`src/rtl/sample_gather_n.sv`:
```
// sample_gather_n: serial-to-parallel gather of NUM_INPUTS samples into one
// packed vector, with frame alignment on i_sync and a one-frame skid so the
// input keeps flowing while a finished vector waits for the consumer.
module sample_gather_n #(
  parameter int NUM_INPUTS = 16,
  parameter int DWIDTH     = 8
) (
  input  logic                         clk,
  input  logic                         rst,
  input  logic [DWIDTH-1:0]            i_dat,
  input  logic                         i_dat_valid,
  input  logic                         i_sync,
  output logic                         o_dat_ready,
  output logic [NUM_INPUTS*DWIDTH-1:0] o_dat_vector,
  output logic                         o_dat_valid,
  input  logic                         i_dat_ready,
  output logic                         o_drop
);

  localparam int CW = $clog2(NUM_INPUTS);
  localparam logic [CW-1:0] LAST_LANE = CW'(NUM_INPUTS - 1);

  localparam logic [0:0] S_FILL = 1'b0;
  localparam logic [0:0] S_FULL = 1'b1;

  logic [DWIDTH-1:0]            r_fill [NUM_INPUTS];
  logic [CW-1:0]                r_cnt;
  logic [0:0]                   r_state;
  logic [NUM_INPUTS*DWIDTH-1:0] r_vec;
  logic                         r_valid;
  logic                         r_drop;
  logic                         r_ready;

  logic                         w_free;
  logic                         w_accept;
  logic [NUM_INPUTS*DWIDTH-1:0] w_fill_vec;
  logic [NUM_INPUTS*DWIDTH-1:0] w_done_vec;
  logic [NUM_INPUTS-1:0]        w_lane_we;
  logic [0:0]                   w_state_next;
  logic [CW-1:0]                w_cnt_next;
  logic                         w_load;
  logic                         w_load_fill;
  logic                         w_drop_next;

  // Output slot can take a new vector if empty or being drained this cycle.
  assign w_free   = !r_valid || i_dat_ready;
  // r_ready is only high in FILL, so an accept always happens in FILL.
  assign w_accept = i_dat_valid && r_ready;

  genvar gi;
  generate
    for (gi = 0; gi < NUM_INPUTS; gi++) begin : g_lane
      // A sync sample always lands in lane 0; otherwise the sample goes to lane cnt.
      assign w_lane_we[gi] = w_accept && (i_sync ? (gi == 0) : (r_cnt == CW'(gi)));
      assign w_fill_vec[gi*DWIDTH +: DWIDTH] = r_fill[gi];
      if (gi == NUM_INPUTS - 1) begin : g_last
        // Completing frame: last lane comes straight from the input.
        assign w_done_vec[gi*DWIDTH +: DWIDTH] = i_dat;
      end else begin : g_mid
        assign w_done_vec[gi*DWIDTH +: DWIDTH] = r_fill[gi];
      end

      // Per-lane fill storage.
      always_ff @(posedge clk or negedge rst) begin
        if (!rst) begin
          r_fill[gi] <= '0;
        end else if (w_lane_we[gi]) begin
          r_fill[gi] <= i_dat;
        end
      end
    end
  endgenerate

  // Next-state decode: lane counter, FILL/FULL, output load and drop flag.
  always_comb begin
    w_state_next = r_state;
    w_cnt_next   = r_cnt;
    w_load       = 1'b0;
    w_load_fill  = 1'b0;
    w_drop_next  = 1'b0;
    if (r_state == S_FULL) begin
      if (w_free) begin
        w_load       = 1'b1;
        w_load_fill  = 1'b1;
        w_cnt_next   = '0;
        w_state_next = S_FILL;
      end
    end else if (w_accept) begin
      if (i_sync) begin
        // Sync wins even on what would be the last lane: restart the frame.
        w_cnt_next  = CW'(1);
        w_drop_next = (r_cnt != '0);
      end else if (r_cnt == LAST_LANE) begin
        if (w_free) begin
          w_load     = 1'b1;
          w_cnt_next = '0;
        end else begin
          w_state_next = S_FULL;
        end
      end else begin
        w_cnt_next = r_cnt + CW'(1);
      end
    end
  end

  // Control and output registers; ready is registered from the next state.
  always_ff @(posedge clk or negedge rst) begin
    if (!rst) begin
      r_state <= S_FILL;
      r_cnt   <= '0;
      r_vec   <= '0;
      r_valid <= 1'b0;
      r_drop  <= 1'b0;
      r_ready <= 1'b0;
    end else begin
      r_state <= w_state_next;
      r_cnt   <= w_cnt_next;
      r_drop  <= w_drop_next;
      r_ready <= (w_state_next == S_FILL);
      if (w_load) begin
        r_vec   <= w_load_fill ? w_fill_vec : w_done_vec;
        r_valid <= 1'b1;
      end else if (i_dat_ready) begin
        r_valid <= 1'b0;
      end
    end
  end

  assign o_dat_ready  = r_ready;
  assign o_dat_vector = r_vec;
  assign o_dat_valid  = r_valid;
  assign o_drop       = r_drop;

endmodule

```
`config.mk`:
```
export PLATFORM = sky130hd
export DESIGN_NAME = sample_gather_n
export DESIGN_NICKNAME = d
export VERILOG_FILES = /design/src/rtl/sample_gather_n.sv
export SDC_FILE = /design/constraint.sdc
export NUM_CORES = 1
export LEC_CHECK = 0
export CELL_PAD_IN_SITES_DETAIL_PLACEMENT = 0
export CELL_PAD_IN_SITES_GLOBAL_PLACEMENT = 2
export CORE_MARGIN = 3
export CORE_UTILIZATION = 39
export CTS_BUF_LIST = sky130_fd_sc_hd__clkbuf_8 sky130_fd_sc_hd__clkbuf_16
export CTS_CLUSTER_SIZE = 28
export DETAILED_ROUTE_END_ITERATION = 16
export HOLD_SLACK_MARGIN = 0.03
export PLACE_DENSITY = 0.74
export SYNTH_ARGS = -nofsm -noshare
export SYNTH_HDL_FRONTEND = slang
export SYNTH_SLANG_ARGS = --single-unit
export TNS_END_PERCENT = 1
```
`constraint.sdc`:
```
create_clock -name clk -period 3.2 [get_ports clk]
set_input_delay 0.64 -clock clk [delete_from_list [all_inputs] [get_ports clk]]
set_output_delay 0.64 -clock clk [all_outputs]
set_load 0.005 [all_outputs]
```
==> metrics.txt <==
Synth cell types=29; Slew headroom=0.504; initial antenna violation count=0; Pins Over Slew Limit=0; pin count of the biggest net entering global routing=93; setup_tns=0 ns; Peak supply drop=0.279 mV; io pins=144; cell taking the most area after synthesis=dfrtp_1; Global Route Usage Sum=0.164; floorplan row count=59; FF-to-FF End=o_dat_vector[11]; synth warn=0; nets=824; clock transition at the registers of the reported paths=0.06 ns; total CTS buffers=29; multi-input logic area=0.00372 mm²; Syn Std Cell Area=0.0106 mm²; Pwr Density=569 mW/mm²; period utilization=0.718; Routability Congestion=0.761; core area=0.0264 mm²; vias in the first global route=6416; Worst setup startpoint=i_dat_valid; vias per cell=5.01; CP Capture Type=register; outcome=finished clean; Leakage=0.00632 µW; routed wire length per instance=20.2 µm; post-CTS sizing=0; ANT nets after route=0; Mapped Avg Cell Area=16.6 µm²; worst r2r path cells=6; non-filler cells, final=1161; area growth from synthesis to layout=26.7%; drt first pass iters=4; Fin. Hold Viols=0; Initial Utilization=0.400; Critical Path Fanout Max=55; Final HPWL DP=15.0 mm; area taken by flip-flops and latches=0.00661 mm²; Seq cells post-synth=264; number of remaining DRC errors=0; chip height=170 µm; sequential-to-total area share from yosys stat=0.626; clock skew=0.00578 ns; Die Span X=170 µm; initial drt markers=315; Worst setup endpoint=o_dat_vector[11]; number of synthesized flops with an enable pin=0; Hold Buf Count CTS=0; final setup violation count=0; max-cap violation count=0; FF-to-FF Start=r_cnt[1]; kind of critical path=input port to register; FFs w/ async S/R, synth=1.00; Via Count=5816; min Tclk post-route=2.30 ns; post-synth top area share=0.626; most common cell in the synthesized netlist=dfrtp_1; first-pass GRT wire length=37.6 mm; RSZ-0062 raised after global routing=false; Fillers=2147; CTS tree=built; htree depth=1; crit path DAT=2.70 ns; n_diodes=0; CTS max path bufs=3; layout cell share with drive strength beyond 1=0.395; Synth area leaders=dfrtp_1, mux2_2, mux2_4, buf_6, mux2i_1; startpoint types=input port; drt total wl=23.5 mm; Peak Freq=435 MHz; clk sinks=264; Die ar.=0.0291 mm²; Main synth FF type=dfrtp_1; worst skew pair latency=0.52 ns; # placed instances=1111; IO Port Bufs=143; CP required=3.61 ns; syn nets=652; grt ovf=0; Setup Fix Bufs, Post-CTS=0; Root Driver=clkbuf_16; FF-to-FF setup slack=0.96 ns; synth cell count leaders=dfrtp_1, mux2_2, mux2_4; worst slew pin tran=0.744 ns; worst min path class=input port to async pin; Cells after Synth=635
==> through the flow <==
step	util	cell area (µm²)	total power [µW]	hold slack, ns	worst slack [ns]
finish	0.507	13400	7610	0.102	0.903
global route	0.507	13400	7980	0.145	0.800
CTS	0.507	13400	7720	0.150	0.920
detailed placement	0.473	12500	4570	0.488	0.368
global placement	0.473	12500	4520	0.482	0.457
floorplan	-	10600	4280	0.344	1.07
==> sequential cells by signal (all words and copies together) (netlist names) <==
| signal | count |
|---|---|
| r_fill | 128 |
| o_dat_vector | 128 |
| r_state | 1 |
| r_cnt | 4 |
| o_dat_valid | 1 |
| o_drop | 1 |
| o_dat_ready | 1 |
==> report_power, final <==
group          leakage [µW]  switching (µW)  internal [µW]
registers           0.00359             202           3700
logic               0.00226             250            350
clock network      0.000474            1260           1850
total               0.00632            1710           5900
==> layout by cell type (no fill, tap or decap), types with 2 or more instances in the layout <==
cell type / n
and3b_1: 2
a21oi_1: 11
nand2b_1: 3
mux2i_1: 8
buf_4: 22
and3_1: 3
o21ai_0: 3
dfrtp_1: 264
ha_1: 4
clkbuf_8: 6
nand3_1: 5
buf_12: 5
nor3_2: 3
a22o_1: 3
mux2_2: 148
nand2_1: 12
clkdlybuf4s50_1: 142
inv_1: 11
clkbuf_16: 29
mux2_4: 100
nor2_1: 21
clkinv_2: 7
==> critical path: stages <==
cell             delay (ns)
clkdlybuf4s50_1        0.56
and3b_1                0.32
and3_1                 0.24
a21o_4                 0.15
buf_12                 0.31
mux2_2                 0.39
==> layer usage <==
layer  vias up  routed length, µm  global-route usage
met5         -                  0                   0
met4         0                325              0.0310
met3        35               1450              0.0390
met2       143              10300               0.247
met1      3050              11400               0.244
li1       2588                  -                   -
==> how the worst min path moves through the flow <==
| stage | start | to | slack, ns | cells after the start |
|---|---|---|---|---|
| final | rst | r_fill[74] | 0.10 | 1 |
| after global routing | rst | r_fill[72] | 0.14 | 1 |
| after CTS | rst | r_fill[72] | 0.15 | 1 |
| after detailed placement | r_fill[58] | o_dat_vector[66] | 0.49 | 1 |
| after global placement | r_fill[120] | o_dat_vector[0] | 0.48 | 1 |
| after floorplan | rst | o_dat_ready | 0.34 | 0 |
==> logic make-up (layout without fill, tap and decap cells) <==
family	Yosys count	count (layout)	share of synthesized area
flip-flops	264	264	0.626
multiplexers	256	256	0.308
AND/OR/NAND/NOR	55	55	0.0266
buffers and inverters	34	225	0.0217
AO/OA/AOI/OAI	22	22	0.0129
adder cells (fa/ha/maj)	4	4	0.00474
==> area by class of cell <==
cell class	count	share of cell area
flip-flops and latches	264	0.494
multi-input cells	337	0.278
repair buffers	170	0.127
clock buffers	35	0.0604
well taps	335	0.0313
clock inverters	15	0.00711
inverters	5	0.00140
(Power assumes the default switching activity.)
